File: config.mk
export PLATFORM = sky130hd
export DESIGN_NAME = mc_control
export DESIGN_NICKNAME = d
export VERILOG_FILES = /design/src/rtl/mc_control.sv
export SDC_FILE = /design/constraint.sdc
export NUM_CORES = 1
export LEC_CHECK = 0
export ABC_CLOCK_PERIOD_IN_PS = 6000
export CAP_MARGIN = 20
export CORE_ASPECT_RATIO = 1.75
export CORE_UTILIZATION = 43
export DETAILED_ROUTE_END_ITERATION = 16
export PLACE_DENSITY = 0.93
export SLEW_MARGIN = 20
export SYNTH_ARGS = -nofsm -noshare
export SYNTH_HDL_FRONTEND = slang
export SYNTH_SLANG_ARGS = --single-unit
File: constraint.sdc
create_clock -name clk -period 6 [get_ports clk]
set_clock_uncertainty 0.15 [all_clocks]
set_input_delay 1.2 -clock clk [delete_from_list [all_inputs] [get_ports clk]]
set_output_delay 1.2 -clock clk [all_outputs]
set_load 0.01 [all_outputs]
File: src/rtl/mc_control.sv
// mc_control: multi-cycle RV32I control unit (optional Zbb CLZ/CTZ/CPOP).
// Decodes the instruction register one state at a time. Each state drives
// the memory handshake, the datapath selects, the write enables and the
// ALU function code.
//
// Ports:
//   clk, rst_n   clock (rising edge), asynchronous active-low reset
//   instr        instruction register contents
//   mem_ready    memory completes the current request this cycle
//   alu_cond     ALU result bit 0 (branch condition)
//   mem_req      memory request            mem_we    memory write
//   addr_sel     0 = PC, 1 = ALUOut        ir_we     instruction register write
//   pc_we        PC write                  pc_sel    0 = live ALU, 1 = ALUOut
//   reg_we       register file write       wb_sel    00 ALUOut, 01 mem, 11 PC
//   src1_sel     00 rs1, 01 PC, 10 old PC  src2_sel  00 rs2, 01 imm, 10 const 4
//   alu_func     5-bit ALU function code   illegal   high while halted
module mc_control #(
  parameter bit ENABLE_ZBB = 1'b1
) (
  input  logic        clk,
  input  logic        rst_n,
  input  logic [31:0] instr,
  input  logic        mem_ready,
  input  logic        alu_cond,
  output logic        mem_req,
  output logic        mem_we,
  output logic        addr_sel,
  output logic        ir_we,
  output logic        pc_we,
  output logic        pc_sel,
  output logic        reg_we,
  output logic [1:0]  wb_sel,
  output logic [1:0]  src1_sel,
  output logic [1:0]  src2_sel,
  output logic [4:0]  alu_func,
  output logic        illegal
);

  localparam int unsigned FW = 5;

  localparam logic [FW-1:0] ALU_AND  = 5'b0_0000;
  localparam logic [FW-1:0] ALU_OR   = 5'b0_0001;
  localparam logic [FW-1:0] ALU_XOR  = 5'b0_0010;
  localparam logic [FW-1:0] ALU_ADD  = 5'b0_0011;
  localparam logic [FW-1:0] ALU_SUB  = 5'b0_0100;
  localparam logic [FW-1:0] ALU_SLT  = 5'b0_0101;
  localparam logic [FW-1:0] ALU_LTU  = 5'b0_0110;
  localparam logic [FW-1:0] ALU_GEU  = 5'b0_0111;
  localparam logic [FW-1:0] ALU_GE   = 5'b0_1000;
  localparam logic [FW-1:0] ALU_EQ   = 5'b0_1001;
  localparam logic [FW-1:0] ALU_NE   = 5'b0_1010;
  localparam logic [FW-1:0] ALU_SRL  = 5'b0_1011;
  localparam logic [FW-1:0] ALU_SRA  = 5'b0_1100;
  localparam logic [FW-1:0] ALU_SLL  = 5'b0_1101;
  localparam logic [FW-1:0] ALU_PASS = 5'b0_1111;
  localparam logic [FW-1:0] ALU_CLZ  = 5'b1_0000;
  localparam logic [FW-1:0] ALU_CTZ  = 5'b1_0001;
  localparam logic [FW-1:0] ALU_CPOP = 5'b1_0010;

  localparam logic [6:0] OPC_OP     = 7'b0110011;
  localparam logic [6:0] OPC_OP_IMM = 7'b0010011;
  localparam logic [6:0] OPC_LUI    = 7'b0110111;
  localparam logic [6:0] OPC_LOAD   = 7'b0000011;
  localparam logic [6:0] OPC_STORE  = 7'b0100011;
  localparam logic [6:0] OPC_BRANCH = 7'b1100011;
  localparam logic [6:0] OPC_JAL    = 7'b1101111;
  localparam logic [6:0] OPC_JALR   = 7'b1100111;
  localparam logic [6:0] OPC_AUIPC  = 7'b0010111;

  localparam logic [6:0] F7_BASE = 7'b0000000;
  localparam logic [6:0] F7_ALT  = 7'b0100000;

  typedef enum logic [3:0] {
    S_FETCH, S_DECODE, S_EXEC_R, S_EXEC_I, S_ADDR, S_MEM_RD, S_MEM_WR,
    S_WB_ALU, S_WB_MEM, S_BRANCH, S_JAL, S_JALR, S_HALT
  } state_t;

  state_t state_q, state_d, decode_next;

  logic [6:0]  opcode;
  logic [2:0]  funct3;
  logic [6:0]  funct7;
  logic [11:0] imm12;
  logic        zbb_hit;
  logic        r_legal, i_legal, mem_legal, br_legal;
  logic [FW-1:0] exec_func, br_func;
  logic        unused_instr;

  assign opcode = instr[6:0];
  assign funct3 = instr[14:12];
  assign funct7 = instr[31:25];
  assign imm12  = instr[31:20];
  assign unused_instr = ^{instr[19:15], instr[11:7]};

  // CLZ/CTZ/CPOP share the OP-IMM funct3=001 slot via fixed upper bits
  assign zbb_hit = ENABLE_ZBB &&
                   ((imm12 == 12'h600) || (imm12 == 12'h601) || (imm12 == 12'h602));

  // Encoding legality, evaluated while in DECODE
  always_comb begin
    r_legal   = (funct7 == F7_BASE) ||
                ((funct7 == F7_ALT) && ((funct3 == 3'b000) || (funct3 == 3'b101)));
    mem_legal = (funct3 == 3'b010);
    br_legal  = (funct3 != 3'b010) && (funct3 != 3'b011);
    i_legal   = 1'b1;
    if (opcode == OPC_OP_IMM) begin
      if (funct3 == 3'b001)
        i_legal = (funct7 == F7_BASE) || zbb_hit;
      else if (funct3 == 3'b101)
        i_legal = (funct7 == F7_BASE) || (funct7 == F7_ALT);
    end
  end

  // Opcode dispatch out of DECODE
  always_comb begin
    decode_next = S_HALT;
    case (opcode)
      OPC_OP:     decode_next = r_legal ? S_EXEC_R : S_HALT;
      OPC_OP_IMM: decode_next = i_legal ? S_EXEC_I : S_HALT;
      OPC_LUI:    decode_next = S_EXEC_I;
      OPC_LOAD,
      OPC_STORE:  decode_next = mem_legal ? S_ADDR : S_HALT;
      OPC_BRANCH: decode_next = br_legal ? S_BRANCH : S_HALT;
      OPC_JAL:    decode_next = S_JAL;
      OPC_JALR:   decode_next = S_JALR;
      OPC_AUIPC:  decode_next = S_WB_ALU;
      default:    decode_next = S_HALT;
    endcase
  end

  // ALU function for EXEC_R / EXEC_I; SUB only exists for register-register
  always_comb begin
    exec_func = ALU_ADD;
    case (funct3)
      3'b000: exec_func = ((opcode == OPC_OP) && (funct7 == F7_ALT)) ? ALU_SUB : ALU_ADD;
      3'b001: begin
        exec_func = ALU_SLL;
        if ((opcode == OPC_OP_IMM) && zbb_hit) begin
          case (imm12[1:0])
            2'b00:   exec_func = ALU_CLZ;
            2'b01:   exec_func = ALU_CTZ;
            default: exec_func = ALU_CPOP;
          endcase
        end
      end
      3'b010: exec_func = ALU_SLT;
      3'b011: exec_func = ALU_LTU;
      3'b100: exec_func = ALU_XOR;
      3'b101: exec_func = instr[30] ? ALU_SRA : ALU_SRL;
      3'b110: exec_func = ALU_OR;
      default: exec_func = ALU_AND;
    endcase
    if (opcode == OPC_LUI) exec_func = ALU_PASS;
  end

  // Branch comparison select
  always_comb begin
    br_func = ALU_EQ;
    case (funct3)
      3'b001:  br_func = ALU_NE;
      3'b100:  br_func = ALU_SLT;
      3'b101:  br_func = ALU_GE;
      3'b110:  br_func = ALU_LTU;
      3'b111:  br_func = ALU_GEU;
      default: br_func = ALU_EQ;
    endcase
  end

  // State register
  always_ff @(posedge clk or negedge rst_n) begin
    if (!rst_n) state_q <= S_FETCH;
    else        state_q <= state_d;
  end

  // Next state and per-state control outputs
  always_comb begin
    state_d  = state_q;
    mem_req  = 1'b0;
    mem_we   = 1'b0;
    addr_sel = 1'b0;
    ir_we    = 1'b0;
    pc_we    = 1'b0;
    pc_sel   = 1'b0;
    reg_we   = 1'b0;
    wb_sel   = 2'b00;
    src1_sel = 2'b00;
    src2_sel = 2'b00;
    alu_func = ALU_ADD;
    illegal  = 1'b0;

    case (state_q)
      S_FETCH: begin
        mem_req  = 1'b1;
        src1_sel = 2'b01;
        src2_sel = 2'b10;
        if (mem_ready) begin
          ir_we   = 1'b1;
          pc_we   = 1'b1;
          state_d = S_DECODE;
        end
      end
      S_DECODE: begin
        // Branch/JAL/AUIPC target: old PC + imm into ALUOut
        src1_sel = 2'b10;
        src2_sel = 2'b01;
        state_d  = decode_next;
      end
      S_EXEC_R: begin
        alu_func = exec_func;
        state_d  = S_WB_ALU;
      end
      S_EXEC_I: begin
        src2_sel = 2'b01;
        alu_func = exec_func;
        state_d  = S_WB_ALU;
      end
      S_ADDR: begin
        src2_sel = 2'b01;
        state_d  = (opcode == OPC_LOAD) ? S_MEM_RD : S_MEM_WR;
      end
      S_MEM_RD: begin
        mem_req  = 1'b1;
        addr_sel = 1'b1;
        if (mem_ready) state_d = S_WB_MEM;
      end
      S_MEM_WR: begin
        mem_req  = 1'b1;
        mem_we   = 1'b1;
        addr_sel = 1'b1;
        if (mem_ready) state_d = S_FETCH;
      end
      S_WB_ALU: begin
        reg_we  = 1'b1;
        state_d = S_FETCH;
      end
      S_WB_MEM: begin
        reg_we  = 1'b1;
        wb_sel  = 2'b01;
        state_d = S_FETCH;
      end
      S_BRANCH: begin
        alu_func = br_func;
        pc_we    = alu_cond;
        pc_sel   = 1'b1;
        state_d  = S_FETCH;
      end
      S_JAL: begin
        // PC already holds PC+4, so it is the link value
        reg_we  = 1'b1;
        wb_sel  = 2'b11;
        pc_we   = 1'b1;
        pc_sel  = 1'b1;
        state_d = S_FETCH;
      end
      S_JALR: begin
        // Link captures the pre-edge PC while the live rs1+imm feeds the PC
        src2_sel = 2'b01;
        reg_we   = 1'b1;
        wb_sel   = 2'b11;
        pc_we    = 1'b1;
        state_d  = S_FETCH;
      end
      S_HALT: begin
        illegal = 1'b1;
      end
      default: begin
        state_d = S_HALT;
      end
    endcase

    // Reset silences every side effect immediately, not at the next edge
    if (!rst_n) begin
      mem_req = 1'b0;
      mem_we  = 1'b0;
      ir_we   = 1'b0;
      pc_we   = 1'b0;
      reg_we  = 1'b0;
      illegal = 1'b0;
    end
  end

endmodule

Yosys cells after proc, flatten, opt, wreduce, memory -nomap -nowiden
Index checks and enable logic that the tools add are counted.
W data, S select, Z words.
{ "totals": {"inputBits": 36, "register_bits": 4, "out_inout_bits": 19} }
{ "classes": {"n_eq_ne": 38, "n_reduce_logical": 24, "n_mux": 39, "n_bitwise": 1} }
{ "op_table": {"columns": ["op", "n"], "rows": [
  ["$pmux W4 S8", 2],
  ["$eq A12 B11 Y1 const B", 3],
  ["$pmux W5 S7", 1],
  ["$eq A7 B6 Y1 const B", 4],
  ["$mux W4", 6],
  ["$eq A7 B7 Y1 const B", 3],
  ["$eq A4 B4 Y1 const B", 5],
  ["$pmux W4 S5", 1],
  ["$mux W1", 17],
  ["$eq A4 B3 Y1 const B", 4],
  ["$pmux W2 S2", 4],
  ["$eq A7 B5 Y1 const B", 2],
  ["$eq A3 B3 Y1 const B", 4],
  ["$mux W5", 2],
  ["$pmux W5 S2", 1],
  ["$reduce_or A2 Y1", 5],
  ["$mux W3", 3],
  ["$eq A4 B2 Y1 const B", 2],
  ["$reduce_or A4 Y1", 2],
  ["$eq A7 B2 Y1 const B", 1],
  ["$logic_not A7 Y1", 1],
  ["$eq A3 B2 Y1 const B", 2],
  ["$logic_or A1 B1 Y1", 6],
  ["$ne A2 B2 Y1 const B", 3],
  ["14 further kinds", 18]
]} }

Logic depth before layout (Yosys ltp)
{ "depth": {"depth_word": 9, "mapped_depth": 7, "depth_no_buf": 5} }

Worst setup path after synthesis
No wires, ideal clock.
{ "synth_path": {"kind": "input to output", "start": "input instr[26]", "end": "output alu_func[2]", "stages": 6, "arrival_ps": 2830, "path_slack_ps": 1820, "n_path_buf": 1, "cell_sequence": "or4_1 -> or2_1 -> buf_6 -> or3_4 -> a221oi_2 -> o2bb2ai_1"} }
{ "synth_between": {"elab_chain_cells": 8} }
{ "synth_rtl": {"columns": ["element", "line_no", "rtl"], "rows": [
  ["start: declaration", "22", "input logic [31:0] instr,"],
  ["$eq A12 B11 Y1", "97", "((imm12 == 12'h600) || (imm12 == 12'h601) || (imm12 == 12'h602));"],
  ["$logic_or A1 B1 Y1 (2 in series)", "97", null],
  ["$logic_and A1 B1 Y1", "138", "if ((opcode == OPC_OP_IMM) && zbb_hit) begin"],
  ["$mux W5", "138", null],
  ["$pmux W5 S7 *", "134", "case (funct3)"],
  ["$mux W5 *", "153", "if (opcode == OPC_LUI) exec_func = ALU_PASS;"],
  ["$pmux W5 S2 *", "191", "case (state_q)"],
  ["end: declaration", "35", "output logic [4:0] alu_func,"]
]} }
Every way passes the cells marked *; elsewhere a longest branch is shown, timed or not.

Worst setup path after layout
{ "layout_path": {"start": "input instr[4]", "end": "output alu_func[2]"} }
{ "layout_between": {"elab_chain_cells": 6} }
{ "layout_rtl": {"columns": ["element", "line_no"], "rows": [
  ["$eq A7 B5 Y1 or $eq A7 B6 Y1 (tied branches)", "138, 135"],
  ["$logic_and A1 B1 Y1 (on tied branches)", "138, 135"],
  ["$mux W5 or $mux W3 (tied branches)", "138, 135"],
  ["$pmux W5 S7", "134"],
  ["$mux W5 *", "153"],
  ["$pmux W5 S2 *", "191"]
]} }
Marked as above.

==> results.sh <==
export IMPL_post_route_min_period_ns=5.231
export IMPL_yosysMostFrequentCell="nand2_1"
export IMPL_grt_use_total_pct=27.66
export IMPL_power_w=0.0004411
export IMPL_num_rows=23
export IMPL_ant_nets=0
export IMPL_wire_per_inst_microns=15.27
export IMPL_first_global_vias=1361
export IMPL_fp_coreArea_sq_um=2302
export IMPL_crit_path_top_delay_cell="clkdlybuf4s50_1"
export IMPL_synth_edf_count=0
export IMPL_drtIter0Drc=54
export IMPL_ys_seq_area_share_pct=9.535
export IMPL_postCtsHoldBufs=0
export IMPL_tightest_slew_ns=0.6776
export IMPL_drc=0
export IMPL_crit_path_end_kind="output port"
export IMPL_clockBufferDepth=2
export IMPL_drive_above_1_share_pct=2.970
export IMPL_vias_per_cell=6.471
export IMPL_overflow=0
export IMPL_drv_cap=0
export IMPL_cts_setup_buffers=0
export IMPL_netlist_instances=168
export IMPL_yosysTopAreaCell="dfrtp_1"
export IMPL_cts_root_buffer="clkbuf_8"
export IMPL_min_path_type="register to register"
export IMPL_largest_reg_flops=4
export IMPL_cts_repair_resized=0
export IMPL_regMostFlops="state_q"
export IMPL_path_cells="clkdlybuf4s50_1 -> nor2b_1 -> nand3b_1 -> or3_4 -> a221oi_2 -> o2bb2ai_1 -> clkdlybuf4s50_1"
export IMPL_crit_family="simple AND/OR/NAND/NOR gates"
export IMPL_synth_top_family_by_area="simple AND/OR/NAND/NOR gates"
export IMPL_dieWidth_microns=39.35
export IMPL_insertion_delay_ns=0.21
export IMPL_critical_path_required_ns=4.65
export IMPL_nets=240
export IMPL_synth_area_sq_um=1050
export IMPL_synthDistinctLibCells=51
export IMPL_synth_adder_area_share_pct=0
export IMPL_cp_start_kind="input pin"
export IMPL_cts_tree="yes"
export IMPL_slew_violations=0
export IMPL_cpPeakStageDelay_ns=0.61
export IMPL_io_buffers=44
export IMPL_synth_xor_area_share_pct=1.669
export IMPL_p_per_area_nw_per_um2=292.8
export IMPL_clock_sinks=4
export IMPL_die_h_microns=67.37
export IMPL_cp_arrival_ns=3.88
export IMPL_n_fill_cell=221
export IMPL_leakagePower_nw=0.5201
export IMPL_syn_nets=204
export IMPL_ys_ff_latch=4
export IMPL_period_share_pct=87.18
export IMPL_grt_pass1_wl_microns=5451
export IMPL_grt_max_degree=22
export IMPL_io_pins=55
export IMPL_finalSetupViolCount=0
export IMPL_gp_congestion=0.8907
export IMPL_fmax_mhz=191.2
export IMPL_synth_area_leaders="dfrtp_1, a21oi_1, nand2_1"
export IMPL_synth_compound_area_share_pct=35.16
export IMPL_slew_headroom_pct=53.66
export IMPL_vias=1469
export IMPL_firstDrtPassIters=5
export IMPL_synth_top_area_share_pct=9.535
export IMPL_synthSimpleGateAreaFrac_pct=46.48
export IMPL_status="complete, no violations"
export IMPL_dieArea_sq_um=2651
export IMPL_path_clk_slew_ns=0.03
export IMPL_drt_wl_total_microns=3467
export IMPL_path_common_cell="clkdlybuf4s50_1"
export IMPL_diodes=0
export IMPL_synth_mux_area_share_pct=0
export IMPL_hpwlAfterDp_microns=2765
export IMPL_initial_core_util_pct=45.60
export IMPL_rsz0062_at_grt="no"
export IMPL_htree_levels=1
export IMPL_critPathBufInv=2
export IMPL_fin_tns_setup_ns=0
export IMPL_synth_main_ff_cell="dfrtp_1"
export IMPL_peakVddDrop_uv=119.0
export IMPL_yosysWarningCount=0
export IMPL_cp_max_fo=8
export IMPL_synth_area_per_cell_sq_um=6.249
export IMPL_synthArstFlopShare_pct=100.0
export IMPL_top_regs="state_q: 4 flops"
export IMPL_antenna_found_initial=0
export IMPL_crit_type="input pin to output port"
export IMPL_synth_common_cells="nand2_1, nor2_1, a21oi_1, clkbuf_1, nor2b_1"
export IMPL_syn2layout_area_growth_pct=43.50
export IMPL_hold_viol_final=0
export IMPL_cts_buffers=3
[final cells by class]
class                   count  area [sq um]  area share, %
multi-input cells         146         874.6          58.06
repair buffers             44         440.4          29.24
flip-flops and latches      4         100.1          6.645
clock buffers               3         41.29          2.741
well taps                  25         31.28          2.076
inverters                   5         18.77          1.246
[worst register-to-register path, stage by stage, from the launching register on]
cell      delay [ns]
dfrtp_1         0.63
nor2_1          0.18
a22oi_1         0.18
nor2_1          0.06
nor4_1          0.35
a311oi_1        0.17
[worst paths after layout]
check	start	slack, ns	endpoint	cells after the start
hold reg to reg	state_q[2]$_DFFE_PN0P_	0.65	state_q[3]$_DFFE_PN0P_	2
setup / recovery	instr[4]	0.77	alu_func[2]	7
min in group asynchronous	rst_n	1.09	state_q[0]$_DFFE_PN0P_	1
setup reg to reg	state_q[0]$_DFFE_PN0P_	4.13	state_q[3]$_DFFE_PN0P_	5
max in group asynchronous	rst_n	4.40	state_q[1]$_DFFE_PN0P_	1
hold / removal	state_q[2]$_DFFE_PN0P_	0.65	state_q[3]$_DFFE_PN0P_	2
[cell usage in the layout, fill, tap and decap left out, types with 4 or more instances in the layout]
| cell | synthesis | routed |
|---|---|---|
| o22ai_1 | 4 | 4 |
| dfrtp_1 | 4 | 4 |
| o21ai_0 | 6 | 6 |
| nor2_1 | 18 | 18 |
| a21oi_1 | 15 | 15 |
| nor2b_1 | 9 | 9 |
| nand2b_1 | 6 | 6 |
| clkdlybuf4s50_1 | 0 | 44 |
| inv_1 | 5 | 5 |
| nand2_1 | 19 | 19 |
| nor4_1 | 5 | 5 |
| nor3_1 | 8 | 8 |
[layer usage]
metal  vias to the layer above  wire length [microns]  global-route usage, %  share of wire, %
met5                         -                      0                      0                 0
met4                         0                    127                  14.22               3.7
met3                        14                    141                  3.947               4.1
met2                        65                   1971                  53.13                57
met1                       688                   1226                  26.06                35
li1                        702                      -                      -                 -
[cell families after synthesis]
logic type / count (synthesis)
XOR/XNOR: 2
AND/OR/NAND/NOR: 90
flip-flops: 4
AO/OA/AOI/OAI: 54
buffers and inverters: 18
[through the flow]
step                      instances  area (sq um)  setup WS [ns]  utilization [%]  hold slack [ns]
after floorplan                 168          1050          1.820                -           0.4650
after global placement          224          1465         0.9101            63.64           0.6324
after detailed placement        224          1465         0.8064            63.64           0.6498
after CTS                       227          1506         0.7912            65.43           0.6476
after global routing            227          1506         0.7235            65.43           0.6918
final                           227          1506         0.7689            65.43           0.6516
[power by group]
group	internal [W]	switching [W]	leakage (nW)
combinational	0.000149	0.000143	0.449
sequential	0.0000396	0.0000555	0.0493
clock	0.0000426	0.0000118	0.0216
total	0.000231	0.000210	0.520
No activity file was read; power rests on OpenSTA's default activity.
